**src/rtl/if_fetch_buffer.sv**
```systemverilog
// if_fetch_buffer: instruction-fetch stage between the PC register and decode.
// Issues W_pc to instruction memory over a split request/response handshake,
// tags each accepted request with its PC, queues returned words in a small
// FIFO and hands them to decode with valid/ready. A redirect flush drops
// everything queued and marks in-flight responses for discard.
// Optional build macro FETCH_ADDR_ERR_EN: a misaligned W_pc is not fetched;
// once live requests drain, an address-error entry (D_adel=1) is queued.
module if_fetch_buffer #(
  parameter int DEPTH           = 4,
  parameter int MAX_OUTSTANDING = 2
) (
  input  logic        clk,
  input  logic        rst,
  input  logic [31:0] W_pc,
  output logic        W_pc_en,
  input  logic        flush,
  output logic        inst_req,
  output logic [31:0] inst_addr,
  input  logic        inst_addr_ok,
  input  logic        inst_data_ok,
  input  logic [31:0] inst_rdata,
  output logic        D_valid,
  input  logic        D_ready,
  output logic [31:0] D_pc,
  output logic [31:0] D_inst
`ifdef FETCH_ADDR_ERR_EN
  ,
  output logic        D_adel
`endif
);

  localparam int PW = (DEPTH > 1) ? $clog2(DEPTH) : 1;
  localparam int CW = PW + 1;
  localparam int SW = CW + 1;
  localparam int TW = (MAX_OUTSTANDING > 1) ? $clog2(MAX_OUTSTANDING) : 1;
  // Discarded responses can pile up across back-to-back flushes, so the
  // discard counter is wider than the outstanding counter.
  localparam int DW = 8;

  localparam logic [CW-1:0] DEPTH_C  = CW'(DEPTH);
  localparam logic [SW-1:0] DEPTH_S  = SW'(DEPTH);
  localparam logic [1:0]    MAXO_C   = 2'(MAX_OUTSTANDING);
  localparam logic [TW-1:0] TAG_LAST = TW'(MAX_OUTSTANDING - 1);

  // Data storage: never reset, only read through the count-qualified head.
  logic [31:0] pc_mem   [DEPTH];
  logic [31:0] inst_mem [DEPTH];
  logic [31:0] tag_mem  [MAX_OUTSTANDING];

  // Control state.
  logic          boot_q;
  logic [PW-1:0] rd_ptr_q, rd_ptr_d;
  logic [PW-1:0] wr_ptr_q, wr_ptr_d;
  logic [CW-1:0] cnt_q, cnt_d;
  logic [1:0]    out_q, out_d;
  logic [DW-1:0] disc_q, disc_d;
  logic [TW-1:0] tag_rd_q, tag_rd_d;
  logic [TW-1:0] tag_wr_q, tag_wr_d;

  logic          can_issue;
  logic          adel_push;
  logic          accept;
  logic          resp_live;
  logic          resp_drop;
  logic          push;
  logic          pop;
  logic [SW-1:0] occupancy;
  logic [31:0]   push_pc;
  logic [31:0]   push_inst;

`ifdef FETCH_ADDR_ERR_EN
  logic          adel_mem [DEPTH];
  logic          err_q, err_d;
`endif

  // Tag queue depth need not be a power of two, so wrap explicitly.
  function automatic logic [TW-1:0] tag_inc(input logic [TW-1:0] p);
    return (p == TAG_LAST) ? '0 : p + 1'b1;
  endfunction

  // Queued words plus live in-flight requests; discarded ones reserve nothing.
  assign occupancy = SW'(cnt_q) + SW'(out_q);

  // Issue decision and the optional address-error entry.
  always_comb begin
    can_issue = ~boot_q & ~flush & (out_q < MAXO_C) & (occupancy < DEPTH_S);
    adel_push = 1'b0;
`ifdef FETCH_ADDR_ERR_EN
    can_issue = can_issue & (W_pc[1:0] == 2'b00) & ~err_q;
    adel_push = ~boot_q & ~flush & ~err_q & (W_pc[1:0] != 2'b00) &
                (out_q == 2'd0) & (cnt_q < DEPTH_C);
`endif
  end

  assign inst_req  = can_issue;
  assign inst_addr = W_pc;
  assign accept    = can_issue & inst_addr_ok;
  // The boot step releases the reset PC; rst gating keeps W_pc_en low in reset.
  assign W_pc_en   = (boot_q & ~rst) | accept | adel_push;

  assign resp_live = inst_data_ok & (disc_q == '0);
  assign resp_drop = inst_data_ok & (disc_q != '0);
  assign push      = (resp_live & ~flush) | adel_push;
  assign pop       = D_valid & D_ready & ~flush;
  assign push_pc   = adel_push ? W_pc : tag_mem[tag_rd_q];
  assign push_inst = adel_push ? 32'h0000_0000 : inst_rdata;

  assign D_valid = (cnt_q != '0);
  assign D_pc    = D_valid ? pc_mem[rd_ptr_q]   : 32'h0000_0000;
  assign D_inst  = D_valid ? inst_mem[rd_ptr_q] : 32'h0000_0000;
`ifdef FETCH_ADDR_ERR_EN
  assign D_adel  = D_valid & adel_mem[rd_ptr_q];
`endif

  // Next-state for FIFO pointers/count, outstanding/discard counts, tag queue.
  always_comb begin
    rd_ptr_d = rd_ptr_q;
    wr_ptr_d = wr_ptr_q;
    cnt_d    = cnt_q;
    out_d    = out_q;
    disc_d   = disc_q;
    tag_rd_d = tag_rd_q;
    tag_wr_d = tag_wr_q;
    if (flush) begin
      rd_ptr_d = '0;
      wr_ptr_d = '0;
      cnt_d    = '0;
      out_d    = '0;
      tag_rd_d = '0;
      tag_wr_d = '0;
      // Every live request becomes a discard, except a response landing in
      // this very cycle, which is dropped here and never counted.
      disc_d   = disc_q + DW'(out_q) - DW'(inst_data_ok);
    end else begin
      if (push) wr_ptr_d = wr_ptr_q + 1'b1;
      if (pop)  rd_ptr_d = rd_ptr_q + 1'b1;
      cnt_d = cnt_q + CW'(push) - CW'(pop);
      out_d = out_q + 2'(accept) - 2'(resp_live);
      if (resp_drop) disc_d = disc_q - 1'b1;
      // Discarded requests lost their tags at flush, so only live ones pop.
      if (accept)    tag_wr_d = tag_inc(tag_wr_q);
      if (resp_live) tag_rd_d = tag_inc(tag_rd_q);
    end
  end

`ifdef FETCH_ADDR_ERR_EN
  // The error entry is emitted once and blocks further issue until redirect.
  always_comb begin
    err_d = err_q | adel_push;
    if (flush) err_d = 1'b0;
  end
`endif

  // Control registers, cleared asynchronously.
  always_ff @(posedge clk or posedge rst) begin
    if (rst) begin
      boot_q   <= 1'b1;
      rd_ptr_q <= '0;
      wr_ptr_q <= '0;
      cnt_q    <= '0;
      out_q    <= '0;
      disc_q   <= '0;
      tag_rd_q <= '0;
      tag_wr_q <= '0;
`ifdef FETCH_ADDR_ERR_EN
      err_q    <= 1'b0;
`endif
    end else begin
      boot_q   <= 1'b0;
      rd_ptr_q <= rd_ptr_d;
      wr_ptr_q <= wr_ptr_d;
      cnt_q    <= cnt_d;
      out_q    <= out_d;
      disc_q   <= disc_d;
      tag_rd_q <= tag_rd_d;
      tag_wr_q <= tag_wr_d;
`ifdef FETCH_ADDR_ERR_EN
      err_q    <= err_d;
`endif
    end
  end

  // FIFO entry and PC tag storage writes.
  always_ff @(posedge clk) begin
    if (push) begin
      pc_mem[wr_ptr_q]   <= push_pc;
      inst_mem[wr_ptr_q] <= push_inst;
`ifdef FETCH_ADDR_ERR_EN
      adel_mem[wr_ptr_q] <= adel_push;
`endif
    end
    if (accept) tag_mem[tag_wr_q] <= W_pc;
  end

  // The issue rule guarantees FIFO room and a matching request per response.
  a_no_overflow: assert property (@(posedge clk) disable iff (rst)
    !(push && !pop && (cnt_q == DEPTH_C)));
  a_resp_has_req: assert property (@(posedge clk) disable iff (rst)
    !(resp_live && (out_q == 2'd0)));

endmodule

```
**config.mk**
```make
export PLATFORM = sky130hd
export DESIGN_NAME = if_fetch_buffer
export DESIGN_NICKNAME = d
export VERILOG_FILES = /design/src/rtl/if_fetch_buffer.sv
export SDC_FILE = /design/constraint.sdc
export NUM_CORES = 1
export LEC_CHECK = 0
export ABC_AREA = 0
export CAP_MARGIN = 20
export CELL_PAD_IN_SITES_DETAIL_PLACEMENT = 1
export CELL_PAD_IN_SITES_GLOBAL_PLACEMENT = 1
export CORE_UTILIZATION = 40
export CTS_BUF_LIST = sky130_fd_sc_hd__clkbuf_8
export DETAILED_ROUTE_END_ITERATION = 8
export GPL_TIMING_DRIVEN = 1
export PLACE_DENSITY_LB_ADDON = 0.3
export SLEW_MARGIN = 20
export SYNTH_ARGS = -nofsm -noshare
export SYNTH_HDL_FRONTEND = slang
export SYNTH_SLANG_ARGS = --single-unit
```
**constraint.sdc**
```tcl
create_clock -name clk -period 4 [get_ports clk]
set_input_delay 0.8 -clock clk [delete_from_list [all_inputs] [get_ports clk]]
set_output_delay 0.8 -clock clk [all_outputs]
set_load 0.02 [all_outputs]
```
==> flow_summary.toml <==
[run_status]
status = "finished, final reports clean"

[synth]
synthSimpleGateAreaFrac_pct = 4.73
synthesis.nets = 813
avgSynthCellArea_um2 = 19.3
async_flop_share_pct = 5.88
syn_area_um2 = 13800
synth_cells = 714
muxShareOfSynthArea_pct = 13.5
ys_seq_elements = 340
synthAdderAreaFrac_pct = 2.74
ys_warn_count = 0
synth.distinct_cells = 39
synth_top_flop_cell = "edfxtp_1"
synth-compound-area-share_pct = 0.943
synth_top_family_by_area = "multiplexers"
synth-edff-count = 320
synth_xor_area_share_pct = 1.39
ys_seq_area_share_pct = 73.3

[sta]
tightest_slew_ns = 0.912
setup_viol = 0
finalHoldViolations = 0
setup_ws_ns = 0.358
rsz0062_at_grt = "false"
min_period_ns = 3.64
slew_viol_final = 0
finalCritPeriodShare_pct = 91.0
fmax_mhz = 275
holdWs_ns = 0.590
fin_tns_setup_ns = 0
finClkSkew_ns = 0.0268
worst_slew_margin_rel_pct = 39.2

[min_path]
min_path_type = "flop to flop"
hp-start = "wr_ptr_q[1]$_DFFE_PP0P_"

[routing]
dr.first_iter.drc_count = 315
drt_wl_total_um = 27900
num_vias = 6738
drt.antenna.violating_nets = 0
drc = 0
wl_per_cell_um = 20.1
drt_pass1_iterations = 5
avgViaCountPerCell = 4.85

[clock_tree]
clk_path_buf_depth = 3
cts-resized-gates = 0
clock_latency_ns = 0.57
cts-buffers-inserted = 55
clock_sink_count = 340
cts_tree = "yes"
clkSlewWorstSetupHoldPaths_ns = 0.06
htreeDepth = 2
post_cts_buffers = 0
cts_root_buf = "clkbuf_8"
cts_hold_buf = 0

[layout]
instances_no_fill = 1388
area_delta_synth_final_pct = 23.1
nets = 993
drive_gt1_share_pct = 20.9
fin_util_pct = 50.4
fin_area_um2 = 17000
antenna_cells = 0

[floorplanning]
die_w_um = 188
core_area_um2 = 33700
start_util_pct = 40.9
fp.dieH_um = 188
io_pins = 169
die-area_um2 = 35200
rows = 67

[setup_path]
crit_chain = "ha_1, or4_4, a311oi_4, nand2_4, o21ai_0, clkdlybuf4s50_1"
crit_fanout = 5
crit_path_end_kind = "output pin"
worst-path-buf-inv = 1
arrival_ns = 2.84
critPathKind = "flop to output pin"
critPathRequiredTime_ns = 3.20
critPathMaxStageDelay_ns = 0.62
critPathLaunchType = "flop"
slowest_stage = "clkdlybuf4s50_1"
cpLargestDelayFamily = "buffers and inverters"
cp-startpoint = "cnt_q[1]$_DFF_PP0_"
r2r_start = "cnt_q[0]$_DFF_PP0_"

[global_route]
antenna_found_initial = 0
grt_overflow = 0
grt_pass1_vias = 7510
grt_pass1_wl_um = 43100
grt_max_degree = 65
grt_usage_pct = 16.0

[pwr]
power_leakage_nw = 5.71
irDropWorstVdd_mv = 0.307
power.density_nw_per_um2 = 559
power_frac_comb_pct = 27.1
p_sw_mw = 2.73
p_sw_share_pct = 28.7
total_power_mw = 9.49
clockPowerShare_pct = 29.9
internal_power_mw = 6.76
seq_power_share_pct = 43.0

[placed_design]
dpl_worst_slack_ns = 0.806
place_inst = 1285
port_buffers = 168
globalplace.congestion = 0.711
post_dp_cell_area_um2 = 15900
hpwl_um = 17000

[job]
drv_cap = 0
[cell type report]
| cell class | count | area, um2 |
|---|---|---|
| sequential | 340 | 10100 |
| fill | 3168 | 16700 |
| timing repair buffer | 183 | 1890 |
| clock buffer | 57 | 785 |
| tap | 448 | 561 |
| inverter | 29 | 109 |
| clock inverter | 46 | 269 |
| multi-input combinational | 285 | 3240 |
[registers in the layout, summed over array words and instances (netlist names)]
register	count
boot_q	1
cnt_q	3
disc_q	8
inst_mem	128
out_q	2
pc_mem	128
rd_ptr_q	2
tag_mem	64
tag_rd_q	1
tag_wr_q	1
wr_ptr_q	2
[worst min-delay path: cells and delay by family (launching register included)]
family	cells	cell delay, ns
compound gates	1	0.06
flops	1	0.41
simple gates	1	0.08
[power groups by stage]
stage | logic (mW) | clock network, mW | registers [mW]
floorplan | 1.65 | 0 | 4.10
CTS | 2.64 | 2.94 | 4.08
global placement | 2.61 | 0 | 4.15
finish | 2.58 | 2.84 | 4.08
detailed placement | 2.62 | 0 | 4.15
global route | 2.80 | 3.08 | 4.09
[cell families after synthesis]
group | Yosys count
flip-flops | 340
AND/OR/NAND/NOR | 114
multiplexers | 102
buffers and inverters | 89
adder cells (fa/ha/maj) | 29
XOR/XNOR | 21
AO/OA/AOI/OAI | 18
other | 1
[cell usage after synthesis (all sizes together), types with 2 or more instances]
cell type	number	area share, %
a21oi	4	0.15
and2	68	3.1
buf	46	2.2
clkbuf	14	0.38
dfrtp	19	3.4
edfxtp	320	70
fa	2	0.29
ha	27	2.4
inv	29	0.79
mux2	33	2.7
mux2i	5	0.36
mux4	64	10
nand2	10	0.33
nand2b	3	0.14
nand3	3	0.11
nor2	19	0.52
nor2b	5	0.23
o21ai	7	0.25
xnor2	13	0.88
xor2	8	0.51
[path summary, 6_finish.rpt]
kind / end / slack [ns] / depth (start not counted)
hold reg to reg: wr_ptr_q[1]$_DFFE_PP0P_ / 0.59 / 2
setup / recovery: W_pc_en / 0.36 / 6
hold / removal: wr_ptr_q[1]$_DFFE_PP0P_ / 0.59 / 2
min in group asynchronous: cnt_q[2]$_DFF_PP0_ / 0.75 / 2
max in group asynchronous: rd_ptr_q[0]$_DFFE_PP0P_ / 2.62 / 2
setup reg to reg: cnt_q[2]$_DFF_PP0_ / 1.03 / 11
[layer usage]
metal	up-vias	part of all wire (%)	global-route usage, %
met5	-	0	0
met2	173	50	27.2
met4	0	1.4	4.35
li1	3080	-	-
met3	40	4.2	2.99
met1	3445	44	20.9
[cell usage in the layout (no fill, tap or decap), drive strengths merged, types with 2 or more instances in the layout]
cell type,n
clkinv,25
xor2,8
nand3,3
clkdlybuf4s50,168
fa,2
o21ai,7
nand2b,3
nor2,19
a21oi,4
mux4,64
nand2,10
edfxtp,320
nor2b,5
inv,47
buf,15
xnor2,13
dfrtp,19
and2,68
mux2,33
mux2i,5
ha,27
clkbuf,57
bufinv,3
No activity file was read; power rests on OpenSTA's default activity.
